===== src/rtl/reset_sequencer.sv =====
// reset_sequencer: board-level reset controller.
// Waits for a qualified PLL lock, holds every reset domain for a settling
// period, then releases the domains one at a time in index order with a
// fixed stagger. Lock loss or a software request re-sequences.
//
// Ports:
//   clk           free-running reference clock (not PLL-derived)
//   in_rst        asynchronous active-high reset
//   pll_locked    PLL lock, asynchronous to clk
//   sw_rst_req    synchronous software reset request (level, sampled per cycle)
//   out_rst       per-domain active-high resets, registered
//   ready         high only once every domain is released
//   lock_loss_cnt saturating count of lock-loss events since in_rst
module reset_sequencer #(
  parameter int unsigned NUM_DOMAINS    = 3,
  parameter int unsigned LOCK_FILTER    = 4,
  parameter int unsigned HOLD_CYCLES    = 16,
  parameter int unsigned STAGGER_CYCLES = 8
) (
  input  logic                   clk,
  input  logic                   in_rst,
  input  logic                   pll_locked,
  input  logic                   sw_rst_req,
  output logic [NUM_DOMAINS-1:0] out_rst,
  output logic                   ready,
  output logic [7:0]             lock_loss_cnt
);

  localparam int unsigned MAX_AB  = (LOCK_FILTER > HOLD_CYCLES) ? LOCK_FILTER : HOLD_CYCLES;
  localparam int unsigned MAX_CYC = (MAX_AB > STAGGER_CYCLES) ? MAX_AB : STAGGER_CYCLES;
  localparam int unsigned CW      = $clog2(MAX_CYC + 1);
  localparam int unsigned IW      = (NUM_DOMAINS > 1) ? $clog2(NUM_DOMAINS) : 1;

  typedef enum logic [1:0] {
    WAIT_LOCK = 2'd0,
    HOLD      = 2'd1,
    RELEASE   = 2'd2,
    RUN       = 2'd3
  } state_t;

  state_t                 state_q;
  logic [CW-1:0]          cnt_q;
  logic [IW-1:0]          idx_q;
  logic                   sync1_q;
  logic                   lock_s_q;
  logic [NUM_DOMAINS-1:0] out_rst_q;
  logic                   ready_q;
  logic [7:0]             lock_loss_cnt_q;

  // Sequencer: lock synchronizer, shared filter/hold/stagger counter, outputs.
  always_ff @(posedge clk or posedge in_rst) begin
    if (in_rst) begin
      state_q         <= WAIT_LOCK;
      cnt_q           <= '0;
      idx_q           <= '0;
      sync1_q         <= 1'b0;
      lock_s_q        <= 1'b0;
      out_rst_q       <= '1;
      ready_q         <= 1'b0;
      lock_loss_cnt_q <= 8'd0;
    end else begin
      sync1_q  <= pll_locked;
      lock_s_q <= sync1_q;

      if (state_q != WAIT_LOCK && !lock_s_q) begin
        // Lock loss outranks a software request on the same edge.
        state_q   <= WAIT_LOCK;
        cnt_q     <= '0;
        out_rst_q <= '1;
        ready_q   <= 1'b0;
        if (lock_loss_cnt_q != 8'hFF) begin
          lock_loss_cnt_q <= lock_loss_cnt_q + 8'd1;
        end
      end else if (state_q != WAIT_LOCK && sw_rst_req) begin
        // A held request keeps restarting the hold period.
        state_q   <= HOLD;
        cnt_q     <= '0;
        out_rst_q <= '1;
        ready_q   <= 1'b0;
      end else begin
        case (state_q)
          WAIT_LOCK: begin
            out_rst_q <= '1;
            ready_q   <= 1'b0;
            if (!lock_s_q) begin
              cnt_q <= '0;
            end else if (cnt_q == CW'(LOCK_FILTER - 1)) begin
              state_q <= HOLD;
              cnt_q   <= '0;
            end else begin
              cnt_q <= cnt_q + CW'(1);
            end
          end
          HOLD: begin
            if (cnt_q == CW'(HOLD_CYCLES - 1)) begin
              state_q <= RELEASE;
              cnt_q   <= '0;
              idx_q   <= '0;
            end else begin
              cnt_q <= cnt_q + CW'(1);
            end
          end
          RELEASE: begin
            if (cnt_q == CW'(STAGGER_CYCLES - 1)) begin
              cnt_q            <= '0;
              out_rst_q[idx_q] <= 1'b0;
              if (idx_q == IW'(NUM_DOMAINS - 1)) begin
                state_q <= RUN;
                ready_q <= 1'b1;
              end else begin
                idx_q <= idx_q + IW'(1);
              end
            end else begin
              cnt_q <= cnt_q + CW'(1);
            end
          end
          RUN: begin
            out_rst_q <= '0;
            ready_q   <= 1'b1;
          end
        endcase
      end
    end
  end

  assign out_rst       = out_rst_q;
  assign ready         = ready_q;
  assign lock_loss_cnt = lock_loss_cnt_q;

endmodule


===== config.mk =====
export PLATFORM = sky130hd
export DESIGN_NAME = reset_sequencer
export DESIGN_NICKNAME = d
export VERILOG_FILES = /design/src/rtl/reset_sequencer.sv
export SDC_FILE = /design/constraint.sdc
export NUM_CORES = 1
export LEC_CHECK = 0
export BUFFER_PORTS_ARGS = -buffer_cell sky130_fd_sc_hd__buf_2
export CORE_MARGIN = 2
export CORE_UTILIZATION = 50
export CTS_BUF_LIST = sky130_fd_sc_hd__clkbuf_8 sky130_fd_sc_hd__clkbuf_16
export CTS_CLUSTER_SIZE = 40
export DETAILED_ROUTE_END_ITERATION = 12
export GPL_TIMING_DRIVEN = 0
export HOLD_SLACK_MARGIN = 0.1
export PLACE_DENSITY = 0.8
export SLEW_MARGIN = 15
export SYNTH_ARGS = -nofsm -noshare
export SYNTH_HDL_FRONTEND = slang
export SYNTH_SLANG_ARGS = --single-unit

===== constraint.sdc =====
create_clock -name clk -period 4.9 [get_ports clk]
set_input_delay 0.245 -clock clk [delete_from_list [all_inputs] [get_ports clk]]
set_output_delay 0.245 -clock clk [all_outputs]
set_load 0.05 [all_outputs]

Yosys cells after proc, flatten, opt, wreduce, memory -nomap -nowiden
Cells that the tools add are included.

Input bits: 4. Output and inout port bits: 12. Word-level logic and storage cells: 77. Flip-flop bits (word level): 23.

Add/sub/neg operators: 3. Multiplexer cells: 30. Reduce and logical (&&, ||, !) cells: 14. Order comparisons: 2. Bitwise gates (word level): 4. Eq/ne operators: 16.

Operator list (number): 2-to-1 mux 5 bit (6); 2-to-1 mux 2 bit (10); != test 4 bit (second input constant) (5); one-hot mux 5 bit (3 select lines) (1); AND reduction 6 bit (2); nonzero test 5 bit (2); 2-to-1 mux 3 bit (3); one-hot mux 3 bit (3 select lines) (1); adder 8 x 1 -> 8 bit (second input constant) (1); != test 8 bit (second input constant) (1); equality test 2 bit (second input constant) (3); != test 2 bit (second input constant) (3); one-hot mux 2 bit (3 select lines) (1); adder 5 x 1 -> 5 bit (second input constant) (1); equality test 5 x 2 -> 1 bit (second input constant) (1); equality test 5 x 3 -> 1 bit (second input constant) (1); equality test 5 x 4 -> 1 bit (second input constant) (1); 2-to-1 mux 1 bit (5); one-hot mux 2 bit (2 select lines) (1); AND reduction 2 bit (2); nonzero test 2 bit (2); AND 3 bit (1); logical AND 1 bit (3); < comparator 2 x 3 -> 1 bit (second input constant) (1); 10 further kinds (11).

Depth between registers and ports, before layout
Gate-level depths: netlist (run 1).

Depth in word-level cells: 10. Depth in mapped cells: 8.

Least setup slack after synthesis (run 1)
Ideal clock, no wire load.

Path type: register to register. Start: register state_q[0]. End: register lock_loss_cnt_q[1], in the netlist lock_loss_cnt[1]. Path slack: 2.989 ns. Data required time: 4.775 ns. Arrival: 1.786 ns. Cell stages (with the launch flop): 7. Path through: dfrtp_1 -> inv_1 -> ha_1 -> buf_2 -> or2_2 -> a41oi_2 -> mux2_2.

Longest elaborated chain between the ends: 3.

RTL lines: start: declaration (RTL line 41) `state_t state_q;`; start signal: assignment (RTL line 53) `state_q <= WAIT_LOCK;`; start signal: assignment (RTL line 67) `state_q <= WAIT_LOCK;`; start signal: assignment (RTL line 76) `state_q <= HOLD;`; nonzero test 2 bit (RTL line 65) `if (state_q != WAIT_LOCK && !lock_s_q) begin`; logical AND 1 bit (RTL line 65); AND reduction 2 bit (no line); end signal: assignment (RTL line 72) `lock_loss_cnt_q <= lock_loss_cnt_q + 8'd1;`; end: declaration (RTL line 48) `logic [7:0] lock_loss_cnt_q;`.

Every way passes these cells. A chain may end at the register's enable or synchronous reset.

Worst setup path after layout (run 1)
Start: register state_q[1]. End: register lock_loss_cnt_q[1], in the netlist lock_loss_cnt[1].

The elaborated chain is that of the path after synthesis.

==> results of run 1 <==
## flip-flops by register name, indices dropped and copies added (netlist names)
name           cells
lock_s_q           1
ready              1
cnt_q              5
sync1_q            1
out_rst            3
idx_q              2
lock_loss_cnt      8
state_q            2
## final timing paths
check                           start               end  slack [ns]  depth (start not counted)
max                        state_q[1]  lock_loss_cnt[1]        2.84                          6
max in group asynchronous      in_rst             ready        4.23                          2
min                            in_rst          cnt_q[2]        0.14                          2
min in group clk              sync1_q          lock_s_q        0.36                          0
max reg2reg                state_q[1]  lock_loss_cnt[1]        2.84                          6
min reg2reg                   sync1_q          lock_s_q        0.36                          0
## kinds of logic after synthesis
family / synth area share [%]
adders and majority gates: 10.7
muxes: 1.52
AOI/OAI and AO/OA: 20.3
and+or+nand+nor: 17.7
DFF: 41.3
xor gates and xnor gates: 4.37
buffers and inverters: 4.10
## power breakdown
part | switching [mW] | internal [mW]
clock | 0.0595 | 0.0567
sequential | 0.0566 | 0.262
combinational | 0.386 | 0.201
## per-stage QoR
stage,utilization [%],hold slack [ns]
floorplan,-,0.245
global placement,56.0,0.336
detailed placement,56.0,0.340
CTS,58.1,0.180
global route,58.1,0.221
finish,58.1,0.144
## synth_stat cells (all sizes together), types with 2 or more instances
master   count  share of area, %
o21a         2               1.1
a2bb2oi      2               1.2
ha          12                11
a21oi        6               2.1
o211ai       4               2.5
a2111oi      2               1.2
inv         13               3.5
nand2b       2              0.89
or3          3               1.3
nor2b        3               1.3
dfstp        3               5.6
o31ai        5               3.7
o21ai        8               2.9
nand2       11               2.9
and3         5               2.2
nor2         5               1.3
xnor2        6               3.7
nand3        5               1.8
dfrtp       20                36
## repair_timing
item                      in CTS  in global routing
buffers inserted               0                  0
hold endpoints to repair       1                  0
hold buffers                   1                  0
## routing by layer
layer	up-vias	part of all wire, %
li1	546	-
met1	529	48
met2	18	49
met3	2	3.2
met4	0	0.42
met5	-	0
## area by class of cell
type | count | area, µm² | area share, %
clock inverters | 1 | 5.00 | 0.318
plain buffers | 2 | 8.76 | 0.556
well taps | 31 | 38.8 | 2.46
repair buffers | 16 | 85.1 | 5.41
inverters | 13 | 48.8 | 3.10
flip-flops and latches | 23 | 579 | 36.8
multi-input cells | 102 | 767 | 48.7
clock buffers | 3 | 41.3 | 2.62
==> results.sh, run 1 <==
export IMPL_cts_buffers=3
export IMPL_place_inst=186
export IMPL_totalNegativeSetupSlack_ns=0
export IMPL_synth_warnings=0
export IMPL_placed_area_mm2=0.00152
export IMPL_tritoncts="done"
export IMPL_cp_capture_type="flop"
export IMPL_fillCellCount=254
export IMPL_grt_use_met1_pct=26.3
export IMPL_port_buffers=15
export IMPL_cts_htree_levels=1
export IMPL_max_cap_viol_count=0
export IMPL_post_synth_cell_area_avg_um2=10.0
export IMPL_use_met2_pct=29.6
export IMPL_result_of_the_run="complete, no violations"
export IMPL_synth_ff_latch_count=23
export IMPL_min_delay_path_class="input port to asynchronous set/reset pin"
export IMPL_critical_path_top_delay_family="flip-flops"
export IMPL_ys_types=45
export IMPL_leakage_power_figure_nw=0.741
export IMPL_min_period_over_period_pct=42.1
export IMPL_insertedDiodeCount=0
export IMPL_num_vias=1095
export IMPL_mostFrequentLayoutCell="dfrtp_1"
export IMPL_fin_skew_ns=0.00162
export IMPL_setup_viol=0
export IMPL_ctsRootBufferMaster="clkbuf_8"
export IMPL_total_power_mw=1.02
export IMPL_grt_busiest_layer="met2"
export IMPL_gpl_final_weighted_congestion=0.898
export IMPL_worst_slew_pin_transition_ns=0.846
export IMPL_worst_path_max_delay_cell="dfrtp_1"
export IMPL_post_drt_via_cell_ratio=5.73
export IMPL_die_span_in_x_um=57.0
export IMPL_finalWorstSetupSlack_ns=2.84
export IMPL_drt_total_wl_mm=2.63
export IMPL_relSlewSlack_pct=43.6
export IMPL_power_density_mw_per_mm2=649
export IMPL_grt_overflow_total=0
export IMPL_postSynthCellCount=140
export IMPL_route_detailed_wl_per_inst_um=13.8
export IMPL_die_area_mm2=0.00325
export IMPL_post_dp_hpwl_mm=2.02
export IMPL_layout_cells_most_common_list="dfrtp_1 (20), buf_2 (16), inv_1 (13), ha_1 (12), nand2_1 (11)"
export IMPL_peakVddDrop_mv=0.639
export IMPL_grt_first_pass_wirelength_mm=4.77
export IMPL_critical_path_class="flop to flop"
export IMPL_synth_sequential_area_ratio_pct=41.3
export IMPL_cp_data_arrival_time_ns=2.22
export IMPL_cp_data_required_time_ns=5.05
export IMPL_share_of_cells_above_drive_strength_1_pct=19.4
export IMPL_ant_nets=0
export IMPL_grt_max_degree=24
export IMPL_postSynthNetCount=156
export IMPL_detail_route_first_pass_iterations=4
export IMPL_ioPinCount=16
export IMPL_cp_buffers_inverters=2
export IMPL_finish_cell_count_without_fillers=191
export IMPL_synth_async_sr_flop_share_pct=100
export IMPL_number_of_instances_resized_during_post_cts_repair=0
export IMPL_clk_transition_reported_paths_ns=0.08
export IMPL_clk_latency_ns=0.26
export IMPL_finalWorstPathRequiredPeriod_ns=2.06
export IMPL_design_area_mm2=0.00157
export IMPL_timing_final_hold_violations=0
export IMPL_remaining_routing_drc_violations=0
export IMPL_fp_coreArea_mm2=0.00271
export IMPL_grt_setup_unrepaired="false"
export IMPL_effective_utilization_at_floorplan_pct=51.8
export IMPL_timing_critical_path_from_type="flop"
export IMPL_synth_edf_count=0
export IMPL_synthesis_area_mm2=0.00140
export IMPL_worst_path_max_fanout=10
export IMPL_fmax_ghz=0.484
export IMPL_nets=177
export IMPL_cp_cell_sequence="inv_1, ha_1, buf_2, or2_2, a41oi_2, mux2_2"
export IMPL_cts_sink_count=23
export IMPL_detail_route_iter0_violations=20
export IMPL_cts_root_to_sink_buffers=2
export IMPL_cp_slowest_stage_delay_ns=0.40
export IMPL_floorplan_rows=19
export IMPL_post_place_ws_ns=2.84
export IMPL_flow_area_growth_from_synthesis_pct=12.1
export IMPL_postSynth_topFlopCell="dfrtp_1"
export IMPL_height_of_the_chip_um=57.0
export IMPL_maxSlewViolCount=0
export IMPL_met3_usage_pct=4.08
export IMPL_global_route_usage_total_pct=18.3
export IMPL_antenna_violations_before_repair=0
export IMPL_grt_pass1_vias=1055
Note: power is estimated with default switching activity, not from simulation.
==> run 2, diff against run 1 <==
- PLACE_DENSITY: 0.8 -> 0.83
- clock period: 4.9 -> 1.66 ns (I/O delays scaled with it)
==> results.sh, run 2 (synthesis gave the netlist of run 1 again) <==
export IMPL_grt_first_pass_wirelength_mm=5.32
export IMPL_clk_transition_reported_paths_ns=0.09
export IMPL_setup_viol=20
export IMPL_fin_skew_ns=0.00215
export IMPL_placed_area_mm2=0.00158
export IMPL_crit_top_cell="o211ai_1"
export IMPL_cts_sink_count=23
export IMPL_critical_path_class="flop to flop"
export IMPL_min_delay_path_class="input port to flop"
export IMPL_route_detailed_wl_per_inst_um=16.5
export IMPL_detail_route_iter0_violations=20
export IMPL_violated_checks="negative setup slack"
export IMPL_clk_latency_ns=0.27
export IMPL_cp_data_required_time_ns=1.85
export IMPL_finalWorstPathRequiredPeriod_ns=1.89
export IMPL_worst_path_max_delay_cell="or3b_4"
export IMPL_die_area_mm2=0.00325
export IMPL_cts_buffers=3
export IMPL_grt_pass1_vias=1188
export IMPL_antenna_violations_before_repair=0
export IMPL_share_of_cells_above_drive_strength_1_pct=45.9
export IMPL_totalNegativeSetupSlack_ns=-2.17
export IMPL_leakage_power_figure_nw=0.932
export IMPL_cp_capture_type="flop"
export IMPL_result_of_the_run="finished with violations"
export IMPL_ant_nets=0
export IMPL_effective_utilization_at_floorplan_pct=51.8
export IMPL_insertedDiodeCount=0
export IMPL_fillCellCount=173
export IMPL_finalWorstSetupSlack_ns=-0.230
export IMPL_worst_slew_pin_transition_ns=0.875
export IMPL_global_route_usage_total_pct=20.8
export IMPL_drt_total_wl_mm=3.51
export IMPL_maxSlewViolCount=0
export IMPL_cp_cell_sequence="inv_2, ha_1, inv_1, o211ai_1, or3b_4, o211ai_1"
export IMPL_num_vias=1276
export IMPL_max_cap_viol_count=0
export IMPL_mostFrequentLayoutCell="dfrtp_1"
export IMPL_timing_final_hold_violations=0
export IMPL_flow_area_growth_from_synthesis_pct=39.6
export IMPL_height_of_the_chip_um=57.0
export IMPL_detail_route_first_pass_iterations=4
export IMPL_layout_cells_most_common_list="dfrtp_1 (18), buf_4 (16), buf_2 (15), inv_1 (11), ha_1 (7)"
export IMPL_floorplan_rows=19
export IMPL_cts_root_to_sink_buffers=2
export IMPL_design_area_mm2=0.00196
export IMPL_post_drt_via_cell_ratio=6.02
export IMPL_cp_slowest_stage_delay_ns=0.43
export IMPL_cts_htree_levels=1
export IMPL_cp_data_arrival_time_ns=2.08
export IMPL_fp_coreArea_mm2=0.00271
export IMPL_grt_max_degree=24
export IMPL_post_dp_hpwl_mm=2.19
export IMPL_grt_setup_unrepaired="true"
export IMPL_ctsRootBufferMaster="clkbuf_8"
export IMPL_fin_util_pct=72.3
export IMPL_peakVddDrop_mv=1.55
export IMPL_tritoncts="done"
export IMPL_remaining_routing_drc_violations=0
export IMPL_ioPinCount=16
export IMPL_port_buffers=15
export IMPL_relSlewSlack_pct=41.6
export IMPL_min_period_over_period_pct=114
export IMPL_grt_overflow_total=0
export IMPL_power_density_mw_per_mm2=1970
export IMPL_gpl_final_weighted_congestion=0.849
export IMPL_fmax_ghz=0.529
export IMPL_die_span_in_x_um=57.0
export IMPL_nets=198
export IMPL_worst_path_max_fanout=9
export IMPL_largest_register_ff_count=8
export IMPL_r2r_slack_ns=-0.23
export IMPL_timing_critical_path_from_type="flop"
==> run 2: what timing repair did <==
action                                  4_1_cts  5_1_grt
endpoints found under the setup margin       21       21
endpoints found under the hold margin        21        0
resized for setup                            14       27
buffers inserted                             17        5
pin swaps                                    11       11
hold buffers                                  2        0
==> run 2: critical path, delay by kind of cell, from the launching register on <==
kind            cells  cell delay, ns
buf+inv             2            0.30
simple gates        1            0.43
flops               1            0.40
compound gates      2            0.46
fa+ha+maj           1            0.21
==> run 2: area by class of cell <==
class | count | area, µm² | share of cell area (%)
sequential | 23 | 582 | 29.7
buffer | 2 | 22.5 | 1.15
inverter | 13 | 48.8 | 2.49
timing repair buffer | 37 | 269 | 13.7
multi-input combinational | 102 | 950 | 48.5
tap | 31 | 38.8 | 1.98
clock inverter | 1 | 7.51 | 0.383
clock buffer | 3 | 41.3 | 2.11
==> run 2: power by group <==
part           switching (mW)  internal [mW]  total, mW  leakage, nW
registers               0.198          0.777      0.975        0.287
clock network           0.193          0.170      0.363       0.0217
logic                    1.43           1.09       2.53        0.622
total                    1.82           2.04       3.86        0.932
==> run 2: metal layers <==
layer	up-vias	part of all wire [%]	track usage [%]
li1	587	-	-
met1	626	40	26.6
met2	51	52	35.8
met3	12	4.6	3.63
met4	0	3.2	6.64
met5	-	0	0
==> run 2: stage by stage <==
step	power (mW)	hold WS, ns	cells	setup WS, ns
floorplan	2.42	0.0826	140	-0.0903
global placement	2.71	0.191	186	-0.219
detailed placement	2.82	0.193	186	-0.237
CTS	3.53	0.211	208	-0.217
global route	4.07	0.254	212	-0.274
finish	3.86	0.245	212	-0.230
==> run 2: final timing paths <==
kind / start / end / cells past startpoint
worst min-delay path: sw_rst_req / state_q[0] / 5
worst max register to register: state_q[0] / cnt_q[3] / 6
min in group asynchronous: in_rst / cnt_q[3] / 3
worst max-delay path: state_q[0] / cnt_q[3] / 6
worst min register to register: sync1_q / lock_s_q / 0
max in group asynchronous: in_rst / lock_loss_cnt[1] / 3
==> run 3, diff against run 2 <==
- BUFFER_PORTS_ARGS: -buffer_cell sky130_fd_sc_hd__buf_2 -> -buffer_cell sky130_fd_sc_hd__buf_4
- CORE_UTILIZATION: 50 -> 51
- PLACE_DENSITY: 0.83 -> 0.84
==> results.sh, run 3 (synthesis gave the netlist of run 1 again) <==
export IMPL_place_inst=186
export IMPL_tritoncts="done"
export IMPL_grt_setup_unrepaired="true"
export IMPL_layout_cells_most_common_list="buf_4 (34), dfrtp_1 (18), inv_1 (9), nand2_1 (8), ha_1 (6)"
export IMPL_fin_skew_ns=0.00435
export IMPL_clk_latency_ns=0.27
export IMPL_setup_viol=20
export IMPL_grt_busiest_layer="met2"
export IMPL_use_met2_pct=39.2
export IMPL_max_cap_viol_count=0
export IMPL_cp_cell_sequence="inv_2, ha_4, buf_8, buf_4, nor3_2, o21ai_1, o211ai_2, mux2i_1"
export IMPL_area_of_the_multi_input_gates_um2=945
export IMPL_global_route_usage_total_pct=22.1
export IMPL_effective_utilization_at_floorplan_pct=52.3
export IMPL_timing_critical_path_from_type="flop"
export IMPL_detail_route_iter0_violations=41
export IMPL_violated_checks="negative setup slack"
export IMPL_cp_data_required_time_ns=1.85
export IMPL_finalWorstPathRequiredPeriod_ns=1.89
export IMPL_result_of_the_run="finished with violations"
export IMPL_ctsRootBufferMaster="clkbuf_8"
export IMPL_grt_use_met1_pct=26.7
export IMPL_mostFrequentLayoutCell="buf_4"
export IMPL_route_detailed_wl_per_inst_um=16.6
export IMPL_grt_max_degree=24
export IMPL_post_dp_hpwl_mm=2.06
export IMPL_maxSlewViolCount=0
export IMPL_met3_usage_pct=3.00
export IMPL_cp_capture_type="flop"
export IMPL_floorplan_rows=19
export IMPL_leakage_power_figure_nw=0.907
export IMPL_worst_path_max_fanout=6
export IMPL_post_drt_via_cell_ratio=5.83
export IMPL_port_buffers=15
export IMPL_relSlewSlack_pct=43.1
export IMPL_detail_route_first_pass_iterations=4
export IMPL_worst_path_max_delay_cell="dfrtp_1"
export IMPL_share_of_cells_above_drive_strength_1_pct=45.4
export IMPL_die_area_mm2=0.00319
export IMPL_cp_buffers_inverters=3
export IMPL_finish_cell_count_without_fillers=214
export IMPL_min_delay_path_class="input port to flop"
export IMPL_seqCellArea_um2=582
export IMPL_cts_buffers=3
export IMPL_gpl_final_weighted_congestion=0.874
export IMPL_fmax_ghz=0.530
export IMPL_fp_coreArea_mm2=0.00269
export IMPL_internal_power_mw=2.10
export IMPL_p_sw_mw=1.84
export IMPL_grt_pass1_vias=1216
export IMPL_nets=200
export IMPL_totalNegativeSetupSlack_ns=-2.37
export IMPL_worst_slew_pin_transition_ns=0.852
export IMPL_die_span_in_x_um=56.5
export IMPL_antenna_violations_before_repair=0
export IMPL_height_of_the_chip_um=56.5
export IMPL_drt_total_wl_mm=3.56
export IMPL_min_period_over_period_pct=114
export IMPL_remaining_routing_drc_violations=0
export IMPL_critical_path_top_delay_family="flip-flops"
export IMPL_design_area_mm2=0.00200
export IMPL_cts_root_to_sink_buffers=2
export IMPL_power_share_clock_pct=9.1
export IMPL_cts_htree_levels=1
export IMPL_insertedDiodeCount=0
export IMPL_cts_sink_count=23
export IMPL_grt_first_pass_wirelength_mm=5.51
export IMPL_critical_path_class="flop to flop"
export IMPL_power_density_mw_per_mm2=1970
export IMPL_clk_transition_reported_paths_ns=0.09
export IMPL_reg_power_share_pct=24.7
export IMPL_finalWorstSetupSlack_ns=-0.226
export IMPL_flow_area_growth_from_synthesis_pct=42.5
export IMPL_fillCellCount=178
export IMPL_largest_register_ff_count=8
export IMPL_comb_power_share_pct=66.1
export IMPL_cp_slowest_stage_delay_ns=0.41
export IMPL_ant_nets=0
export IMPL_peakVddDrop_mv=1.33
export IMPL_fin_util_pct=74.5
export IMPL_cp_data_arrival_time_ns=2.08
export IMPL_switching_share_pct=46.7
export IMPL_ioPinCount=16
export IMPL_num_vias=1247
export IMPL_placed_area_mm2=0.00162
export IMPL_timing_final_hold_violations=0
export IMPL_grt_overflow_total=0
==> run 3: cell count changes in the layout (fill, tap and decap cells not counted), moves of 3 or more <==
cell / change
buf_4: +18
buf_2: -15
o21ai_0: +3
xnor2_1: +3
xnor2_2: -3
==> run 3: path summary, 6_finish.rpt <==
check / startpoint / end / slack, ns / depth (start not counted)
min reg2reg: sync1_q / lock_s_q / 0.36 / 0
min: sw_rst_req / state_q[0] / 0.25 / 5
max in group asynchronous: in_rst / lock_loss_cnt[1] / 0.54 / 3
max: state_q[0] / state_q[0] / -0.23 / 8
min in group asynchronous: in_rst / lock_loss_cnt[0] / 0.54 / 3
max reg2reg: state_q[0] / state_q[0] / -0.23 / 8
==> run 3: layout make-up <==
cell class / instances / area share, %
clock buffer: 3 / 2.06
timing repair buffer: 39 / 15.4
multi-input combinational: 102 / 47.2
clock inverter: 1 / 0.375
sequential: 23 / 29.1
buffer: 2 / 1.44
tap: 31 / 1.94
inverter: 13 / 2.44
==> run 3: worst reg2reg max path, delay by kind of cell, from the launching register on <==
family / cells / cell delay [ns]
DFF: 1 / 0.41
adders and majority gates: 1 / 0.18
AOI/OAI and AO/OA: 2 / 0.29
muxes: 1 / 0.21
buffers and inverters: 3 / 0.37
and+or+nand+nor: 1 / 0.36
==> run 3: power groups by stage <==
stage	combinational (mW)	sequential [mW]	clock [mW]
finish	2.61	0.975	0.360
global route	2.79	0.997	0.383
CTS	2.25	0.957	0.362
detailed placement	1.89	0.971	0
global placement	1.83	0.952	0
floorplan	1.09	1.32	0
==> run 3: metrics by stage <==
step                      worst slack (ns)  power (mW)  hold WS (ns)
final                               -0.226        3.94         0.253
after global routing                -0.293        4.17         0.297
after CTS                           -0.169        3.57         0.243
after detailed placement            -0.249        2.86         0.195
after global placement              -0.224        2.79         0.192
after floorplan                    -0.0903        2.42        0.0826
==> run 3: what timing repair did <==
item / in CTS / in global routing
setup buffers: 14 / 8
pin swaps: 8 / 11
gates cloned: 0 / 0
hold endpoints to repair: 21 / 0
endpoints found under the setup margin: 19 / 21
gates resized for setup: 15 / 21
hold buffers: 2 / 0
==> run 3: per-layer routing <==
| metal | part of all wire, % | routed length (µm) |
|---|---|---|
| met1 | 43 | 1510 |
| met3 | 2.8 | 100 |
| met5 | 0 | 0 |
| met2 | 53 | 1880 |
| met4 | 2.0 | 72 |
